**src/rtl/sram_arbiter_if.sv**
```systemverilog
// Shared bus bundle between the two CPU-side masters, the arbiter and the SRAM port.
// slave = arbiter view; master = the CPU/memory side that drives requests and responses.
interface sram_arbiter_if;
    // instruction-fetch master
    logic        inst_req;
    logic [31:0] inst_addr;
    logic        inst_addr_ok;
    logic        inst_data_ok;
    logic [31:0] inst_rdata;

    // load/store master
    logic        data_req;
    logic        data_wr;
    logic [3:0]  data_wstrb;
    logic [31:0] data_addr;
    logic [31:0] data_wdata;
    logic        data_addr_ok;
    logic        data_data_ok;
    logic [31:0] data_rdata;

    // shared memory port
    logic        mem_req;
    logic        mem_wr;
    logic [3:0]  mem_wstrb;
    logic [31:0] mem_addr;
    logic [31:0] mem_wdata;
    logic        mem_addr_ok;
    logic        mem_data_ok;
    logic [31:0] mem_rdata;

    modport slave (
        input  inst_req, inst_addr,
        output inst_addr_ok, inst_data_ok, inst_rdata,
        input  data_req, data_wr, data_wstrb, data_addr, data_wdata,
        output data_addr_ok, data_data_ok, data_rdata,
        output mem_req, mem_wr, mem_wstrb, mem_addr, mem_wdata,
        input  mem_addr_ok, mem_data_ok, mem_rdata
    );

    modport master (
        output inst_req, inst_addr,
        input  inst_addr_ok, inst_data_ok, inst_rdata,
        output data_req, data_wr, data_wstrb, data_addr, data_wdata,
        input  data_addr_ok, data_data_ok, data_rdata,
        input  mem_req, mem_wr, mem_wstrb, mem_addr, mem_wdata,
        output mem_addr_ok, mem_data_ok, mem_rdata
    );
endinterface

```
**src/rtl/sram_arbiter.sv**
```systemverilog
// Arbitrates instruction-fetch and load/store masters onto one in-order SRAM port, data first.
// Zero added latency on accept and response strobes; mem_req is withheld while DEPTH responses are outstanding.
module sram_arbiter #(
    parameter int DEPTH = 4
) (
    input  logic          clk,
    input  logic          resetn,
    sram_arbiter_if.slave bus
);
    localparam int   PW       = (DEPTH > 1) ? $clog2(DEPTH) : 1;
    localparam int   CW       = $clog2(DEPTH) + 1;
    localparam logic SEL_INST = 1'b0;
    localparam logic SEL_DATA = 1'b1;

    logic             hold_valid_q, hold_valid_d;
    logic             hold_sel_q, hold_sel_d;
    logic [PW-1:0]    wr_ptr_q, wr_ptr_d;
    logic [PW-1:0]    rd_ptr_q, rd_ptr_d;
    logic [CW-1:0]    cnt_q, cnt_d;
    logic [DEPTH-1:0] id_q, id_d;

    logic sel;
    logic sel_req;
    logic fifo_full;
    logic fifo_empty;
    logic req_out;
    logic accept;
    logic pop;
    logic head;

    // A request that has been presented but not accepted keeps the port until it is taken.
    always_comb begin
        sel     = SEL_INST;
        sel_req = 1'b0;
        if (hold_valid_q) begin
            sel     = hold_sel_q;
            sel_req = hold_sel_q ? bus.data_req : bus.inst_req;
        end else if (bus.data_req) begin
            sel     = SEL_DATA;
            sel_req = 1'b1;
        end else if (bus.inst_req) begin
            sel     = SEL_INST;
            sel_req = 1'b1;
        end
    end

    assign fifo_full  = (cnt_q == CW'(DEPTH));
    assign fifo_empty = (cnt_q == '0);

    // resetn gates the combinational strobes so nothing escapes while the flops are held in reset.
    assign req_out = resetn && sel_req && !fifo_full;
    assign accept  = req_out && bus.mem_addr_ok;
    assign pop     = resetn && bus.mem_data_ok && !fifo_empty;
    assign head    = id_q[rd_ptr_q];

    assign bus.mem_req   = req_out;
    assign bus.mem_wr    = (sel == SEL_DATA) ? bus.data_wr    : 1'b0;
    assign bus.mem_wstrb = (sel == SEL_DATA) ? bus.data_wstrb : 4'b0000;
    assign bus.mem_addr  = (sel == SEL_DATA) ? bus.data_addr  : bus.inst_addr;
    assign bus.mem_wdata = (sel == SEL_DATA) ? bus.data_wdata : 32'h0;

    assign bus.inst_addr_ok = accept && (sel == SEL_INST);
    assign bus.data_addr_ok = accept && (sel == SEL_DATA);

    assign bus.inst_data_ok = pop && (head == SEL_INST);
    assign bus.data_data_ok = pop && (head == SEL_DATA);
    assign bus.inst_rdata   = bus.mem_rdata;
    assign bus.data_rdata   = bus.mem_rdata;

    always_comb begin
        hold_valid_d = hold_valid_q;
        hold_sel_d   = hold_sel_q;
        if (req_out && !bus.mem_addr_ok) begin
            hold_valid_d = 1'b1;
            hold_sel_d   = sel;
        end else if (accept) begin
            hold_valid_d = 1'b0;
        end
    end

    // Response-ID FIFO: one bit per outstanding request, answered strictly in order.
    always_comb begin
        id_d     = id_q;
        wr_ptr_d = wr_ptr_q;
        rd_ptr_d = rd_ptr_q;
        cnt_d    = cnt_q;
        if (accept) begin
            id_d[wr_ptr_q] = sel;
            wr_ptr_d       = wr_ptr_q + PW'(1);
        end
        if (pop) begin
            rd_ptr_d = rd_ptr_q + PW'(1);
        end
        case ({accept, pop})
            2'b10:   cnt_d = cnt_q + CW'(1);
            2'b01:   cnt_d = cnt_q - CW'(1);
            default: cnt_d = cnt_q;
        endcase
    end

    always_ff @(posedge clk or negedge resetn) begin
        if (!resetn) begin
            hold_valid_q <= 1'b0;
            hold_sel_q   <= SEL_INST;
            wr_ptr_q     <= '0;
            rd_ptr_q     <= '0;
            cnt_q        <= '0;
            id_q         <= '0;
        end else begin
            hold_valid_q <= hold_valid_d;
            hold_sel_q   <= hold_sel_d;
            wr_ptr_q     <= wr_ptr_d;
            rd_ptr_q     <= rd_ptr_d;
            cnt_q        <= cnt_d;
            id_q         <= id_d;
        end
    end
endmodule
```
**src/flat_wrapper.sv**
```systemverilog
// flat-port wrapper written by rule: the top's interface ports become plain ports
module sram_arbiter_flat 
#(
    parameter int DEPTH = 4
)
  (clk, resetn, bus_inst_req, bus_inst_addr, bus_inst_addr_ok, bus_inst_data_ok, bus_inst_rdata, bus_data_req, bus_data_wr, bus_data_wstrb, bus_data_addr, bus_data_wdata, bus_data_addr_ok, bus_data_data_ok, bus_data_rdata, bus_mem_req, bus_mem_wr, bus_mem_wstrb, bus_mem_addr, bus_mem_wdata, bus_mem_addr_ok, bus_mem_data_ok, bus_mem_rdata);
  sram_arbiter_if bus_i ();
  input  logic clk;
  input  logic resetn;
  input wire logic [$bits(bus_i.inst_req)-1:0] bus_inst_req;
  input wire logic [$bits(bus_i.inst_addr)-1:0] bus_inst_addr;
  output wire logic [$bits(bus_i.inst_addr_ok)-1:0] bus_inst_addr_ok;
  output wire logic [$bits(bus_i.inst_data_ok)-1:0] bus_inst_data_ok;
  output wire logic [$bits(bus_i.inst_rdata)-1:0] bus_inst_rdata;
  input wire logic [$bits(bus_i.data_req)-1:0] bus_data_req;
  input wire logic [$bits(bus_i.data_wr)-1:0] bus_data_wr;
  input wire logic [$bits(bus_i.data_wstrb)-1:0] bus_data_wstrb;
  input wire logic [$bits(bus_i.data_addr)-1:0] bus_data_addr;
  input wire logic [$bits(bus_i.data_wdata)-1:0] bus_data_wdata;
  output wire logic [$bits(bus_i.data_addr_ok)-1:0] bus_data_addr_ok;
  output wire logic [$bits(bus_i.data_data_ok)-1:0] bus_data_data_ok;
  output wire logic [$bits(bus_i.data_rdata)-1:0] bus_data_rdata;
  output wire logic [$bits(bus_i.mem_req)-1:0] bus_mem_req;
  output wire logic [$bits(bus_i.mem_wr)-1:0] bus_mem_wr;
  output wire logic [$bits(bus_i.mem_wstrb)-1:0] bus_mem_wstrb;
  output wire logic [$bits(bus_i.mem_addr)-1:0] bus_mem_addr;
  output wire logic [$bits(bus_i.mem_wdata)-1:0] bus_mem_wdata;
  input wire logic [$bits(bus_i.mem_addr_ok)-1:0] bus_mem_addr_ok;
  input wire logic [$bits(bus_i.mem_data_ok)-1:0] bus_mem_data_ok;
  input wire logic [$bits(bus_i.mem_rdata)-1:0] bus_mem_rdata;
  assign bus_i.inst_req = bus_inst_req;
  assign bus_i.inst_addr = bus_inst_addr;
  assign bus_inst_addr_ok = bus_i.inst_addr_ok;
  assign bus_inst_data_ok = bus_i.inst_data_ok;
  assign bus_inst_rdata = bus_i.inst_rdata;
  assign bus_i.data_req = bus_data_req;
  assign bus_i.data_wr = bus_data_wr;
  assign bus_i.data_wstrb = bus_data_wstrb;
  assign bus_i.data_addr = bus_data_addr;
  assign bus_i.data_wdata = bus_data_wdata;
  assign bus_data_addr_ok = bus_i.data_addr_ok;
  assign bus_data_data_ok = bus_i.data_data_ok;
  assign bus_data_rdata = bus_i.data_rdata;
  assign bus_mem_req = bus_i.mem_req;
  assign bus_mem_wr = bus_i.mem_wr;
  assign bus_mem_wstrb = bus_i.mem_wstrb;
  assign bus_mem_addr = bus_i.mem_addr;
  assign bus_mem_wdata = bus_i.mem_wdata;
  assign bus_i.mem_addr_ok = bus_mem_addr_ok;
  assign bus_i.mem_data_ok = bus_mem_data_ok;
  assign bus_i.mem_rdata = bus_mem_rdata;
  sram_arbiter #(.DEPTH(DEPTH)) u_core (.clk(clk), .resetn(resetn), .bus(bus_i));
endmodule
```
**config.mk**
```make
export PLATFORM = sky130hd
export DESIGN_NAME = sram_arbiter_flat
export DESIGN_NICKNAME = d
export VERILOG_FILES = /design/src/rtl/sram_arbiter_if.sv /design/src/rtl/sram_arbiter.sv /design/src/flat_wrapper.sv
export SDC_FILE = /design/constraint.sdc
export NUM_CORES = 1
export LEC_CHECK = 0
export CAP_MARGIN = 20
export CORE_AREA = 10 10 100 102
export CTS_CLUSTER_SIZE = 10
export DETAILED_ROUTE_END_ITERATION = 12
export DIE_AREA = 0 0 110 112
export DONT_BUFFER_PORTS = 1
export SYNTH_ARGS = -nofsm -noshare
export SYNTH_HDL_FRONTEND = slang
export SYNTH_SLANG_ARGS = --single-unit
```
**constraint.sdc**
```tcl
create_clock -name clk -period 3.1 [get_ports clk]
set_input_delay 0.62 -clock clk [delete_from_list [all_inputs] [get_ports clk]]
set_output_delay 0.62 -clock clk [all_outputs]
set_load 0.02 [all_outputs]
```
==> results of run 1 <==
final timing paths:
kind                       cells after the start                 end  slack (ps)
setup / recovery                               3   bus_mem_wdata[21]         500
hold / removal                                 0     u_core.cnt_q[1]          70
setup reg to reg                               9     u_core.cnt_q[2]         690
hold reg to reg                                1  u_core.rd_ptr_q[1]         480
max in group asynchronous                      0      u_core.id_q[0]        2960
min in group clk                               1  u_core.rd_ptr_q[1]         480
per-stage QoR:
step	utilization	hold WS, ps	instances	total power (uW)	setup slack, ps
finish	0.1877	68.68	305	1880	504.5
global route	0.1877	56.74	305	2039	304.7
CTS	0.1877	64.65	305	1914	471.3
detailed placement	0.1821	324.9	301	1761	524.1
global placement	0.1821	324.8	301	1743	594.7
floorplan	-	324.4	270	1624	785.1
flip-flops by register name (all words and copies together) (netlist names):
| name | count |
|---|---|
| u_core.wr_ptr_q | 2 |
| u_core.rd_ptr_q | 2 |
| u_core.hold_valid_q | 1 |
| u_core.hold_sel_q | 1 |
| u_core.cnt_q | 3 |
| u_core.id_q | 4 |
where the power goes:
group / total [uW] / switching, uW / internal (uW)
logic: 1390 / 1040 / 350
clock network: 150 / 59.3 / 90.8
registers: 344 / 85.8 / 258
metal layers:
layer,GRT usage,up-vias,wire length [um]
li1,-,632,-
met1,0.09860,608,2366
met2,0.1653,132,3367
met3,0.04037,33,838
met4,0.04340,2,231
met5,0,-,13
worst register-to-register path, delay by kind of cell, from the launching register on:
kind	cells	cell delay (ps)
AND/OR/NAND/NOR	3	690
AO/OA/AOI/OAI	1	300
XOR/XNOR	2	300
flip-flops	1	420
buffers and inverters	1	60
adder cells (fa/ha/maj)	2	570
cell type report:
| type | count | area [um^2] | area share |
|---|---|---|---|
| timing repair buffer | 3 | 22.52 | 0.01490 |
| tap | 105 | 131.4 | 0.08692 |
| sequential | 13 | 325.3 | 0.2152 |
| multi-input combinational | 173 | 960.9 | 0.6358 |
| inverter | 7 | 26.28 | 0.01738 |
| clock buffer | 4 | 45.04 | 0.02980 |
synthesized netlist by cell type, drive strengths merged:
cell type | n | area [um^2]
nand2 | 98 | 370.4
buf | 68 | 504.2
and2 | 38 | 237.7
dfrtp | 13 | 325.3
clkbuf | 9 | 33.78
inv | 7 | 26.28
a31oi | 5 | 31.28
ha | 5 | 62.56
a41oi | 4 | 35.03
nor2 | 4 | 15.01
xnor2 | 4 | 35.03
mux2 | 2 | 22.52
mux2i | 2 | 20.02
or3b | 2 | 17.52
xor2 | 2 | 17.52
a21boi | 1 | 7.510
a21oi | 1 | 5.000
fa | 1 | 20.02
mux4 | 1 | 22.52
o2111a | 1 | 12.51
o21a | 1 | 7.510
o311ai | 1 | 8.760
logic make-up after synthesis:
logic type | Yosys count | share of synthesized area
AOI/OAI and AO/OA | 14 | 0.05854
buffers and inverters | 84 | 0.3070
adders and majority gates | 6 | 0.04493
xor gates and xnor gates | 6 | 0.02859
muxes | 5 | 0.03540
and+or+nand+nor | 142 | 0.3485
DFF | 13 | 0.1770
==> metrics.txt, run 1 <==
Detail Placement HPWL=6119 um; relative slew slack=0.6487; 1st-pass router iterations=4; first-iteration detailed-routing DRC count=103; die area=0.01232 mm^2; Placed Area=0.001466 mm^2; Seq cells post-synth=13; via count=1,407; critical path launch point type=register; Final Hold Fails=0; crit path max fanout=43; Sinks on Clock Net=13; Final Cycle Share=0.8373; final WL=6817 um; cell count after synthesis=270; r2r startpoint=u_core.cnt_q[0]; Slew Limit Fails=0; delay-heaviest family, CP=multiplexers; Post-Layout Inst Area=0.001511 mm^2; RSZ-0062 raised after global routing=false; post-cts resize count=0; Fmax=385.3 MHz; crit-path max cell delay=610 ps; Max Cap Viol=0; Die Ht=112 um; Leak=0.0007319 uW; share of post-route cells with drive strength above 1=0.05500; Cell variety after synth=27; die width=110 um; Final setup viols=0; Post-CTS Setup Bufs=0; Final min period=2596 ps; CTS max path bufs=2; most frequent cells in the layout=nand2_1, and2_1, dfrtp_1; Syn. warnings=0; GP Congestion=0.7544; number of nets in the final layout=346; crit end category=output port; first-pass GRT wire length=9218 um; final setup TNS=0 ps; Worst path slowest cell=mux2_2; detailed-route DRC error count=0; CTS clk-pin slew, worst paths=50 ps; critical path required time=2480 ps; vias in the first global route=1,487; CTS Hold Bufs=0; Slew @ Worst Pin=526.9 ps; Setup crit start=u_core.hold_valid_q; initial antenna violation count=2; WL/cell=22.35 um; Final ANT Viol Nets=0; Synth Area per Inst=6.807 um^2; Fillers=904; CTS tree=built; antenna cells=0; CP Cell Sequence=mux2_2 > buf_4 > and2_1; Synth Net Count=415; outcome=complete, no violations; H-tree Lvls=1; Min-Delay Path Class=in -> async; CTS Root Cell=clkbuf_8; Syn-to-layout area delta=-17.77%; Core Area=0.008051 mm^2; Peak VDD IR=751.3 uV; worst path bufs/invs=1; Ports=277; initial core utilization=0.2283; pwr dens=1244 mW/mm^2; Total GRT Usage=0.09636; PortBufs=0; Inserted Clock Buffers=3; synthesized cell area=0.001838 mm^2; grt ovf=0; via/cell ratio=4.613; largest net degree at the start of global routing=44; post-synthesis sequential area ratio=0.1770; clock latency on the worst-skew pair=240 ps; WS Path Type=reg -> out; CP arrival=1980 ps; commonest non-fill, non-tap cell in the layout=nand2_1; worst clock skew=0.9988 ps; Rows=33
No activity file was read; power rests on OpenSTA's default activity.
==> inputs of run 2 (changes only) <==
==> constraint.sdc (replaced) <==
create_clock -name clk -period 2.4 [get_ports clk]
set_input_delay 0.48 -clock clk [delete_from_list [all_inputs] [get_ports clk]]
set_output_delay 0.48 -clock clk [all_outputs]
set_load 0.02 [all_outputs]
==> metrics.txt, run 2 (same netlist as run 1, synthesis figures left out) <==
outcome=complete, no violations; Inserted Clock Buffers=3; WL/cell=22.89 um; 1st-pass router iterations=4; largest net degree at the start of global routing=64; crit end category=output port; largest reg by FF count=u_core.id_q; worst flop-to-flop path endpoint=u_core.cnt_q[2]; crit-path max cell delay=450 ps; max reg flops=4; GP Congestion=0.7785; CP Cell Sequence=mux2i_4 > buf_4 > nand2_1 > nand2_1; CTS tree=built; CTS clk-pin slew, worst paths=60 ps; relative slew slack=0.5948; Worst path slowest cell=dfrtp_1; WS Path Type=reg -> out; Hold Startpoint=bus_mem_addr_ok; CTS Root Cell=clkbuf_8; Post-Layout Inst Area=0.001554 mm^2; clock latency on the worst-skew pair=240 ps; via/cell ratio=4.561; share of post-route cells with drive strength above 1=0.06404; Max Cap Viol=0; FF-to-FF setup slack=220 ps; Placed Area=0.001494 mm^2; initial core utilization=0.2283; die area=0.01232 mm^2; Final setup viols=0; Final Cycle Share=0.9289; worst clock skew=2.731 ps; number of nets in the final layout=349; CP arrival=1750 ps; largest registers=u_core.id_q (4), u_core.cnt_q (3); Finished Core Util=0.1930; Detail Placement HPWL=6290 um; PortBufs=0; critical path's most frequent cell=nand2_1; Fmax=448.6 MHz; first-iteration detailed-routing DRC count=85; Final min period=2229 ps; commonest non-fill, non-tap cell in the layout=nand2_1; pwr dens=1599 mW/mm^2; Peak VDD IR=1275 uV; Final Power=2484 uW; Rows=33; critical path launch point type=register; Min-Delay Path Class=in -> reg; CTS max path bufs=2; FF-to-FF path depth=9; Ports=277; Worst Hold Path Cells=1; final WL=7095 um; Final Hold Fails=0; Sinks on Clock Net=13; critical path required time=1920 ps; most frequent cells in the layout=nand2_1, and2_1, dfrtp_1; final setup TNS=0 ps; Die Ht=112 um; initial antenna violation count=7; Core Area=0.008051 mm^2; hold worst-path end=u_core.id_q[0]; die width=110 um; Syn-to-layout area delta=-15.45%; Total GRT Usage=0.1006; H-tree Lvls=1; crit path max fanout=24; detailed-route DRC error count=0; Slew @ Worst Pin=605.8 ps; vias in the first global route=1,549; r2r startpoint=u_core.cnt_q[0]; first-pass GRT wire length=9597 um; WHS=354.4 ps; Final ANT Viol Nets=0; RSZ-0062 raised after global routing=false; via count=1,414; Leak=0.0007508 uW; post-cts resize count=0; grt ovf=0; Slew Limit Fails=0
run 2: cell types whose count changed in the layout (fill, tap and decap cells not counted), sizes merged:
cell and delta:
buf +2, diode +2, dlygate4sd3 +1
run 2: cell type report:
cell class / count / area [um^2]
Inverter: 7 / 26.28
Clock buffer: 4 / 45.04
Multi-Input combinational cell: 173 / 960.9
Timing Repair Buffer: 6 / 60.06
Antenna cell: 2 / 5.005
Tap cell: 105 / 131.4
Sequential cell: 13 / 325.3
Fill cell: 890 / 6497
run 2: routing by layer:
| metal | share of wire | GRT usage | up-vias |
|---|---|---|---|
| li1 | - | - | 639 |
| met1 | 0.33 | 0.1015 | 604 |
| met2 | 0.50 | 0.1748 | 132 |
| met3 | 0.14 | 0.04441 | 37 |
| met4 | 0.035 | 0.04080 | 2 |
| met5 | 0.0018 | 0 | - |
run 2: how the worst max path moves through the flow:
stage,end,startpoint,cells past startpoint
2_1_floorplan,u_core.cnt_q[2],bus_inst_req,9
3_3_place_gp,u_core.cnt_q[2],bus_inst_req,9
3_5_place_dp,u_core.cnt_q[2],bus_inst_req,9
4_1_cts,bus_mem_addr[23],u_core.hold_valid_q,4
5_1_grt,bus_mem_addr[17],u_core.hold_valid_q,4
6_report,bus_mem_addr[31],u_core.hold_valid_q,4
run 2: per-stage QoR:
stage	instances	worst slack [ps]
floorplan	270	225.1
global placement	303	290.7
detailed placement	303	184.8
CTS	308	155.8
global route	309	57.37
finish	310	170.7
run 2: power breakdown:
group / leakage (uW) / internal, uW / switching, uW / total [uW]
Combinational: 0.000580 / 489 / 1350 / 1840
Clock: 0.0000228 / 117 / 80.9 / 198
Sequential: 0.000149 / 333 / 115 / 448
Total: 0.000751 / 939 / 1550 / 2480
run 2: worst max-delay path: cells and delay by family (launching register included):
kind / cells / cell delay [ps]
mux: 1 / 420
flops: 1 / 450
buf+inv: 1 / 340
simple gates: 2 / 280
run 2: timing repair:
item | CTS | global route
hold buffers | 1 | 0
hold endpoints to repair | 13 | 0
endpoints found under the setup margin | 0 | 0
buffers inserted | 0 | 0
